$ cat src/rtl/coord_addr_pipe.sv
// rtl/coord_addr_pipe.sv - two-stage (X,Y) to frame-buffer address pipeline with valid/ready, OOR flag and double-buffer bank.
// Optional COORD_MIRROR_EN adds iMirror (horizontal mirror of in-range columns).
module coord_addr_pipe #(
  parameter int X_W        = 13,
  parameter int Y_W        = 13,
  parameter int ADDR_W     = 20,
  parameter int H_RES      = 640,
  parameter int V_RES      = 480,
  parameter int DOUBLE_BUF = 1
) (
  input  logic              iCLK,
  input  logic              iRST,
  input  logic [X_W-1:0]    iX,
  input  logic [Y_W-1:0]    iY,
  input  logic              iValid,
  output logic              oReady,
  input  logic              iSwap,
`ifdef COORD_MIRROR_EN
  input  logic              iMirror,
`endif
  output logic [ADDR_W-1:0] oAddr,
  output logic              oValid,
  input  logic              iReady,
  output logic              oOOR,
  output logic              oBank
);

  localparam logic [31:0]       LP_HRES32 = 32'(H_RES);
  localparam logic [31:0]       LP_VRES32 = 32'(V_RES);
  localparam logic [ADDR_W-1:0] LP_H_A    = ADDR_W'(H_RES);
  localparam logic [ADDR_W-1:0] LP_FRAME  = ADDR_W'(H_RES * V_RES);
  localparam logic [X_W-1:0]    LP_XMAX   = X_W'(H_RES - 1);

  logic              r_bank;
  logic              r_s1_valid;
  logic [X_W-1:0]    r_s1_x;
  logic              r_s1_oor;
  logic              r_s1_bank;
  logic [ADDR_W-1:0] r_s1_row;
  logic              r_s2_valid;
  logic [ADDR_W-1:0] r_addr;
  logic              r_oor;

  logic              w_advance;
  logic              w_x_oor;
  logic              w_oor;
  logic              w_mirror;
  logic [X_W-1:0]    w_x_eff;
  logic [ADDR_W-1:0] w_row;
  logic [ADDR_W-1:0] w_sum;

`ifdef COORD_MIRROR_EN
  assign w_mirror = iMirror;
`else
  assign w_mirror = 1'b0;
`endif

  assign w_advance = iReady | ~r_s2_valid;
  assign w_x_oor   = 32'(iX) >= LP_HRES32;
  assign w_oor     = w_x_oor | (32'(iY) >= LP_VRES32);
  // Range check above uses the raw column; mirroring only touches in-range columns.
  assign w_x_eff   = (w_mirror && !w_x_oor) ? (LP_XMAX - iX) : iX;
  assign w_row     = ADDR_W'(iY) * LP_H_A;
  assign w_sum     = (r_s1_bank ? LP_FRAME : '0) + r_s1_row + ADDR_W'(r_s1_x);

  always_ff @(posedge iCLK or posedge iRST) begin
    if (iRST) begin
      r_bank     <= 1'b0;
      r_s1_valid <= 1'b0;
      r_s1_x     <= '0;
      r_s1_oor   <= 1'b0;
      r_s1_bank  <= 1'b0;
      r_s1_row   <= '0;
      r_s2_valid <= 1'b0;
      r_addr     <= '0;
      r_oor      <= 1'b0;
    end else begin
      if (iSwap && (DOUBLE_BUF != 0)) begin
        r_bank <= ~r_bank;
      end
      // The bank bit is captured with the coordinate so in-flight beats keep their bank.
      if (w_advance) begin
        r_s1_valid <= iValid;
        r_s1_x     <= w_x_eff;
        r_s1_oor   <= w_oor;
        r_s1_bank  <= r_bank;
        r_s1_row   <= w_row;
        r_s2_valid <= r_s1_valid;
        r_addr     <= (r_s1_valid && !r_s1_oor) ? w_sum : '0;
        r_oor      <= r_s1_valid & r_s1_oor;
      end
    end
  end

  assign oReady = w_advance;
  assign oValid = r_s2_valid;
  assign oAddr  = r_addr;
  assign oOOR   = r_oor;
  assign oBank  = r_bank;

endmodule

$ cat config.mk
export PLATFORM = sky130hd
export DESIGN_NAME = coord_addr_pipe
export DESIGN_NICKNAME = d
export VERILOG_FILES = /design/src/rtl/coord_addr_pipe.sv
export SDC_FILE = /design/constraint.sdc
export NUM_CORES = 1
export LEC_CHECK = 0
export ABC_CLOCK_PERIOD_IN_PS = 2700
export BUFFER_PORTS_ARGS = -buffer_cell sky130_fd_sc_hd__clkbuf_2
export CELL_PAD_IN_SITES_DETAIL_PLACEMENT = 1
export CELL_PAD_IN_SITES_GLOBAL_PLACEMENT = 1
export CORE_UTILIZATION = 44
export CTS_BUF_LIST = sky130_fd_sc_hd__clkbuf_2
export CTS_CLUSTER_DIAMETER = 30
export DETAILED_ROUTE_END_ITERATION = 12
export HOLD_SLACK_MARGIN = 0.1
export PLACE_DENSITY = 0.85
export SYNTH_ARGS = -nofsm -noshare
export SYNTH_HDL_FRONTEND = slang
export SYNTH_SLANG_ARGS = --single-unit
$ cat constraint.sdc
create_clock -name iCLK -period 2.7 [get_ports iCLK]
set_input_delay 0.27 -clock iCLK [delete_from_list [all_inputs] [get_ports iCLK]]
set_output_delay 0.27 -clock iCLK [all_outputs]
set_load 0.02 [all_outputs]
==> run summary, run 1 <==
Outcome = completed
Power Total = 0.00246 W
R2R cell count = 9
Worst skew pair latency = 0.46 ns
Sum Neg Setup Slack = 0 ns
Number of synthesized flops with an enable pin = 0
Crit. path cell count = 10
Largest net degree at the start of global routing = 53
IO buf count = 54
Dpl ws = 0.187 ns
Crit path DAT = 2.94 ns
CTS Sinks = 52
# DRC = 0
CTS root buffer = clkbuf_2
Initial core utilization = 0.456
Worst-Margin Slew = 0.667 ns
FFs w/ async S/R, synth = 1.00
ANT cells = 0
Vias in the first global route = 2756
Syn Nets = 393
Routed vias = 2662
Worst flop-to-flop path startpoint = r_s1_bank
Unrepaired setup endpoints after global routing = no
Wire per inst = 16.1 um
Final nets = 464
Fin cells = 492
R2R setup slack = 0.19 ns
Cells after Synth = 324
Net Sw Power = 0.000992 W
Family with the most delay on the worst path = adder cells
Yosys top cell by area = dfrtp_1
Synthesis Warnings = 0
Clock group share of total power = 0.173
Crit path capture type = flip-flop
Chip width = 85.9 um
Die Y-Extent = 85.9 um
Fin Clk Skew = 0.0212 ns
H-tree lvl count = 2
Buf/Inv on CP = 2
Crit path max fanout = 3
Placed cell areas = 0.00346 mm^2
CTS tree = yes
Maximum vdd drop = 0.281 mV
Worst setup path start = iY[1]
Worst Setup Path Type = in2reg
Dpl hpwl = 5.75 mm
CP Cell Sequence = dlygate4sd3_1, clkbuf_2, ha_1, ha_1, fa_1, a211oi_1, o21ai_0, a31oi_1, xor2_1, o21ai_0
DRT iter0 DRCs = 105
Layout cells sized above 1 = 0.189
Yosys reg bits = 52
Cell Count Post-Placement = 466
Final RePlAce weighted congestion = 0.888
Hold crit path type = in2reg
Slew Limit Fails = 0
Clock-pin slew on the worst setup and hold paths = 0.26 ns
Max Fclk = 388 MHz
Setup violators final = 0
1st-pass router iterations = 4
Top post-synthesis cells by area = dfrtp_1 42%, ha_1 14%, nand2_1 9.6%
I/O pin cnt = 55
Area added between synthesis and finish = 19.8%
Final Critical Period = 2.57 ns
Slew margin rel. = 0.556
Switch share = 0.403
Synth top area share = 0.420
Final period util = 0.954
CP max-delay cell = dlygate4sd3_1
Slowest cell delay on critical path = 0.54 ns
Final hold vios = 0
Worst Setup Start Kind = input port
Max Cap Violations = 0
Tot GR Track Use = 0.229
Num rows = 30
Vias per cell = 5.41
Main flop type after synthesis = dfrtp_1
Core ar. = 0.00679 mm^2
Initial antenna violation count = 0
Synthesized area per cell = 9.56 um^2
CTS Buffer Depth = 2
Pwr per Cell Area = 664 mW/mm^2
Sequential Power Share = 0.386
Synth unique cells = 48
GRT Residual Overflow = 0
Final WL = 7.93 mm
Combinational share of power = 0.442
Int Pwr = 0.00147 W
Post-Synthesis Cell Area = 0.00310 mm^2
Crit Reg-Reg Endpoint = oAddr[16]
Leakage power = 1.89 nW
Inserted Clock Buffers = 5
Global-route wire length before repair = 13.2 mm
Sequential fraction of the synthesis area = 0.420
Die area = 0.00738 mm^2
Antenna viol nets, final = 0
Finished Cell Area = 0.00371 mm^2
CP required = 3.06 ns
Final worst slack = 0.126 ns
CP endpoint = r_s1_row[18]
==> metal layers <==
| metal | routed length, um | track usage |
|---|---|---|
| met2 | 4080 | 0.405 |
| met1 | 3580 | 0.294 |
| met3 | 146 | 0.0279 |
| met5 | 0 | 0 |
| met4 | 114 | 0.0621 |
==> synthesized netlist by cell type, types with 3 or more instances <==
cell      count
o21bai_1      4
clkbuf_1      5
a22o_1       10
a21o_1        5
nor3_1        4
a211oi_1      6
ha_1         35
nand3_1       4
o211ai_1      3
buf_6         3
a21oi_1      12
nand2_1      79
inv_1         9
nor4_1        4
nand4_1       3
fa_1          3
o21ai_0      20
xnor2_1       4
dfrtp_1      52
nor2_1       11
or3_1         3
xor2_1       11
==> power by group through the flow <==
stage	Clock [W]	Sequential [W]	Combinational, W
floorplan	0	0.000955	0.000790
global placement	0	0.000955	0.000997
detailed placement	0	0.000965	0.00105
CTS	0.000439	0.000950	0.00108
global route	0.000463	0.000962	0.00121
finish	0.000425	0.000950	0.00109
==> cells in the final DEF, fill, tap and decap left out, drive strengths merged, types with 4 or more instances in the layout <==
cell	Yosys	routed
dfrtp	52	52
a21o	5	5
inv	10	11
clkbuf	5	60
nor4	4	4
ha	35	35
dlygate4sd3	0	18
nor3	4	4
a21oi	12	12
xnor2	4	4
a22o	10	10
o21bai	4	4
o21ai	24	24
xor2	11	11
nand2	79	79
nor2	11	11
buf	7	4
a211oi	8	8
nand3	4	4
==> kinds of logic after synthesis <==
| group | count (synthesis) | share of synthesized area |
|---|---|---|
| adders and majority gates | 38 | 0.161 |
| muxes | 1 | 0.00323 |
| DFF | 52 | 0.420 |
| xor gates and xnor gates | 15 | 0.0424 |
| and+or+nand+nor | 118 | 0.165 |
| AOI/OAI and AO/OA | 78 | 0.173 |
| buffers and inverters | 22 | 0.0347 |
==> worst min path at each step <==
stage	from	endpoint	slack [ns]	cells after the start
2_1_floorplan	iSwap	oBank	0.36	1
6_report	iY[5]	r_s1_oor	0.13	3
5_1_grt	iY[2]	r_s1_row[9]	0.10	4
3_3_place_gp	r_s1_x[4]	r_s1_x[4]	0.45	2
4_1_cts	iY[2]	r_s1_row[9]	0.10	4
3_5_place_dp	r_s1_x[1]	r_s1_x[1]	0.46	2
==> registers in the layout (all words and copies together) (netlist names) <==
signal and count:
oAddr 20, oBank 1, oOOR 1, oValid 1, r_s1_bank 1, r_s1_oor 1, r_s1_row 13, r_s1_valid 1
r_s1_x 13
==> timing repair <==
action | CTS | global route
hold endpoints to repair | 69 | 0
buffers inserted | 0 | 0
gates resized for setup | 0 | 0
setup endpoints to repair | 0 | 0
hold buffers | 18 | 0
==> area by class of cell <==
class	count	area, um^2
Clock inverter	2	38.8
Fill cell	799	3090
Sequential cell	52	1300
Clock buffer	6	30.0
Timing Repair Buffer	76	480
Tap cell	96	120
Inverter	10	37.5
Multi-Input combinational cell	250	1700
==> through the flow <==
stage	hold WS [ns]	utilization
floorplan	0.357	-
global placement	0.450	0.509
detailed placement	0.458	0.509
CTS	0.105	0.546
global route	0.102	0.546
finish	0.130	0.546
==> worst min-delay path, delay by kind of cell <==
family,cells,cell delay (ns)
buf+inv,1,0.11
simple gates,1,0.09
compound gates,1,0.11
(Power assumes the default switching activity.)
==> run 2: changes to the inputs <==
CORE_UTILIZATION = 43   (was 44)
CTS_BUF_LIST = default   (was sky130_fd_sc_hd__clkbuf_2)
PLACE_DENSITY = 0.83   (was 0.85)
==> run 2 against run 1 <==
Fmax up 4.4%. Clock skew down 0.012 ns. Via count down 2.6%. Non-clock buffer count down 18. Final cell count down 3.7%. Die area up 2.3%. Clock-buffer cell count unchanged.
==> run summary, run 2 (synthesis gave the netlist of run 1 again) <==
Most used cell, CP = ha_1
Reg area = 0.00130 mm^2
Die area = 0.00754 mm^2
IO buf count = 54
Max Cap Violations = 0
Worst-Margin Slew = 0.926 ns
Die Y-Extent = 86.9 um
Most frequent cells in the layout = 79 x nand2_1, 54 x clkbuf_2, 52 x dfrtp_1
Post-CTS setup buffers = 0
Clock-pin slew on the worst setup and hold paths = 0.10 ns
Outcome = completed
# DRC = 0
Slew margin rel. = 0.380
Crit path DAT = 2.66 ns
Max FFs per register = 20
Initial antenna violation count = 0
R2R cell count = 8
Post-cts resize count = 0
Initial core utilization = 0.451
Slew Limit Fails = 0
Slowest cell delay on critical path = 0.45 ns
1st-pass router iterations = 4
Worst flop-to-flop path startpoint = r_s1_x[8]
Final WL = 7.53 mm
CTS root buffer = clkbuf_8
Inserted Clock Buffers = 5
Vias per cell = 5.47
Worst hold stages = 2
Num rows = 30
Vias in the first global route = 2703
H-tree lvl count = 2
Final RePlAce weighted congestion = 0.846
ANT cells = 0
CP required = 2.89 ns
Crit path capture type = flip-flop
Dpl ws = 0.251 ns
Final nets = 446
Unrepaired setup endpoints after global routing = no
CTS Buffer Depth = 2
Final Critical Period = 2.47 ns
Worst skew pair latency = 0.31 ns
Pwr per Cell Area = 690 mW/mm^2
Setup violators final = 0
Fin Clk Skew = 0.00923 ns
Max Fclk = 406 MHz
Crit path max fanout = 3
CP max-delay cell = fa_1
CTS tree = yes
Leakage power = 1.81 nW
Worst Setup Start Kind = flip-flop
Hold crit path type = in2reg
Multi-input logic area = 0.00170 mm^2
Final worst slack = 0.234 ns
Worst Setup Path Type = reg2reg
Dpl hpwl = 5.85 mm
Maximum vdd drop = 0.242 mV
Chip width = 86.9 um
DRT iter0 DRCs = 127
Layout cells sized above 1 = 0.193
GRT Residual Overflow = 0
Tot GR Track Use = 0.218
FILL cells = 830
HP Start = iSwap
CP Cell Sequence = ha_1, ha_1, fa_1, a211oi_2, o21ai_2, nand3_1, nor4_1, or3_1
Area added between synthesis and finish = 14.7%
Routed vias = 2593
CTS Sinks = 52
Hold Buf Count CTS = 1
Core ar. = 0.00687 mm^2
Power Total = 0.00245 W
I/O pin cnt = 55
Final hold vios = 0
Sum Neg Setup Slack = 0 ns
Most common cell after layout, fill and taps aside = nand2_1
Final period util = 0.913
Largest net degree at the start of global routing = 35
Antenna viol nets, final = 0
Wire per inst = 15.9 um
Worst setup path start = r_s1_x[8]
Global-route wire length before repair = 12.8 mm
run 2: cell count changes in the layout (fill, tap and decap cells not counted), sizes merged:
cell         delta
clkinvlp        +1
inv             -1
clkinv          +1
dlygate4sd3    -17
bufinv          -1
buf             -1
run 2: final timing paths:
check                                     to  slack [ns]
worst max register to register     oAddr[16]        0.23
worst min-delay path                   oBank        0.14
worst min register to register     r_s1_x[2]        0.48
worst max-delay path               oAddr[16]        0.23
min in group asynchronous       r_s1_row[13]        0.52
max in group asynchronous          oAddr[16]        1.41
run 2: power by group:
group	switching [W]	internal, W
Clock	0.000268	0.000185
Sequential	0.0000718	0.000873
Combinational	0.000638	0.000415
run 2: stage by stage:
stage	util	instances	hold slack, ns	area, um^2
2_1_floorplan	-	324	0.357	3100
3_3_place_gp	0.503	465	0.328	3450
5_1_grt	0.517	474	0.133	3550
6_report	0.517	474	0.136	3550
4_1_cts	0.517	474	0.130	3550
3_5_place_dp	0.503	465	0.316	3450
run 2: worst max-delay path, delay by kind of cell, from the launching register on:
family	cells	cell delay [ns]
adder cells (fa/ha/maj)	3	1.01
AND/OR/NAND/NOR	3	0.51
flip-flops	1	0.40
AO/OA/AOI/OAI	2	0.42
run 2: final cells by class:
cell class | instances | area share
Tap cell | 96 | 0.0338
Multi-Input combinational cell | 250 | 0.479
Clock buffer | 6 | 0.0204
Sequential cell | 52 | 0.366
Timing Repair Buffer | 58 | 0.0853
Inverter | 10 | 0.0106
Clock inverter | 2 | 0.00458
run 2: layer usage:
layer	global-route usage	routed length [um]
met5	0	0
met4	0.0848	149
met3	0.0322	237
met2	0.377	3760
met1	0.275	3380
==> run 3: changes to the inputs <==
ABC_CLOCK_PERIOD_IN_PS = 2900   (was 2700)
CORE_UTILIZATION = 46   (was 43)
PLACE_DENSITY = 0.88   (was 0.83)
clock period = 2.9 ns   (was 2.7 ns; I/O delays follow)
==> run 3 against run 2 <==
The run now ends with DRC left. Sequential share of layout area rose by 0.39 points. Register-to-register slack improved by 0.15 ns. Core utilization rose by 3.0 points. Design area fell by 1.1%. Clock-buffer cell count fell by 1.
==> run summary, run 3 (synthesis gave the netlist of run 1 again) <==
Final WL = 7.60 mm
Antenna viol nets, final = 0
IO buf count = 54
Pwr per Cell Area = 655 mW/mm^2
Final RePlAce weighted congestion = 0.808
Max Fclk = 398 MHz
FILL cells = 781
Maximum vdd drop = 0.337 mV
Unrepaired setup endpoints after global routing = no
Final period util = 0.867
R2R setup slack = 0.39 ns
Max Cap Violations = 0
ANT cells = 0
Failing checks = DRC
Crit path capture type = flip-flop
CTS Sinks = 52
Worst Setup Path Type = reg2reg
H-tree lvl count = 2
Worst flop-to-flop path startpoint = r_s1_bank
Tot GR Track Use = 0.233
Die area = 0.00706 mm^2
Leakage power = 1.81 nW
Final Critical Period = 2.51 ns
Worst skew pair latency = 0.31 ns
Most frequent cells in the layout = 79 x nand2_1, 54 x clkbuf_2, 52 x dfrtp_1
HP Start = iSwap
Initial core utilization = 0.482
CTS Buffer Depth = 2
Top Metal Used = met4
Layout cells sized above 1 = 0.194
Max FFs per register = 20
M1 wire length = 3.21 mm
Area added between synthesis and finish = 13.5%
Clock-pin slew on the worst setup and hold paths = 0.10 ns
Fin cells = 454
Cell Count Post-Placement = 446
Wire per inst = 16.7 um
Vias per cell = 5.77
Final core utilization = 0.547
Initial antenna violation count = 0
Dpl hpwl = 5.99 mm
Fin Clk Skew = 0.00822 ns
Core ar. = 0.00642 mm^2
Final nets = 445
Most common cell after layout, fill and taps aside = nand2_1
Slew margin rel. = 0.296
Sum Neg Setup Slack = 0 ns
# DRC = 6
CTS tree = yes
Num rows = 29
WHS = 0.150 ns
Vias in the first global route = 2751
Final hold vios = 0
Worst Setup Start Kind = flip-flop
Crit path max fanout = 6
Outcome = finished with violations
GRT Residual Overflow = 0
Crit path DAT = 2.70 ns
Post-cts resize count = 0
Routed vias = 2620
Worst setup path start = r_s1_bank
Setup violators final = 0
Post-CTS setup buffers = 0
Largest net degree at the start of global routing = 53
Met2 wire length = 4.01 mm
1st-pass router iterations = 8
Slew Limit Fails = 0
Power Total = 0.00230 W
DRT iter0 DRCs = 103
Global-route wire length before repair = 13.0 mm
CTS root buffer = clkbuf_8
Die Y-Extent = 84.1 um
Hold crit path type = in2reg
Routed length on met3 = 258 um
Hold Buf Count CTS = 0
Chip width = 84.1 um
I/O pin cnt = 55
CP required = 3.09 ns
Worst-Margin Slew = 1.05 ns
Inserted Clock Buffers = 5
run 3: changes by cell type in the layout (fill, tap and decap cells not counted), sizes merged:
cell,before,now
clkbuf,60,59
dlygate4sd3,1,0
inv,10,11
run 3: final timing paths:
| path | to | depth (start not counted) |
|---|---|---|
| worst min register to register | oAddr[18] | 2 |
| max in group asynchronous | r_s1_x[5] | 2 |
| worst max-delay path | oAddr[16] | 9 |
| min in group asynchronous | oValid | 2 |
| worst max register to register | oAddr[16] | 9 |
| worst min-delay path | oBank | 2 |
run 3: layout make-up:
class | instances | area (um^2) | share of cell area
well taps | 77 | 96.3 | 0.0274
clock buffers | 5 | 68.8 | 0.0196
repair buffers | 57 | 293 | 0.0833
flip-flops and latches | 52 | 1300 | 0.370
clock inverters | 3 | 21.3 | 0.00605
multi-input cells | 250 | 1700 | 0.483
inverters | 10 | 37.5 | 0.0107
run 3: routing by layer:
metal | vias to the layer above | global-route usage
li1 | 1256 | -
met1 | 1298 | 0.283
met2 | 56 | 0.424
met3 | 10 | 0.0356
met4 | 0 | 0.0674
met5 | - | 0
run 3: report_power, final:
group	switching, W	total (W)	leakage, nW	internal (W)
clock	0.000251	0.000423	0.0445	0.000172
combinational	0.000609	0.000995	1.11	0.000386
sequential	0.0000683	0.000881	0.658	0.000813
total	0.000929	0.00230	1.81	0.00137
run 3: through the flow:
step	setup WS (ns)	area, um^2
floorplan	0.625	3100
CTS	0.374	3510
detailed placement	0.325	3420
finish	0.386	3510
global route	0.249	3510
global placement	0.442	3420
run 3: worst max-delay path, cell delays in order (launching register included):
cell and delay, ns:
dfrtp_1 0.41, inv_1 0.09, fa_1 0.52, inv_1 0.05, ha_1 0.38, o21ai_2 0.10
o21ai_2 0.16, nand3_1 0.10, and4_1 0.21, or3_1 0.37
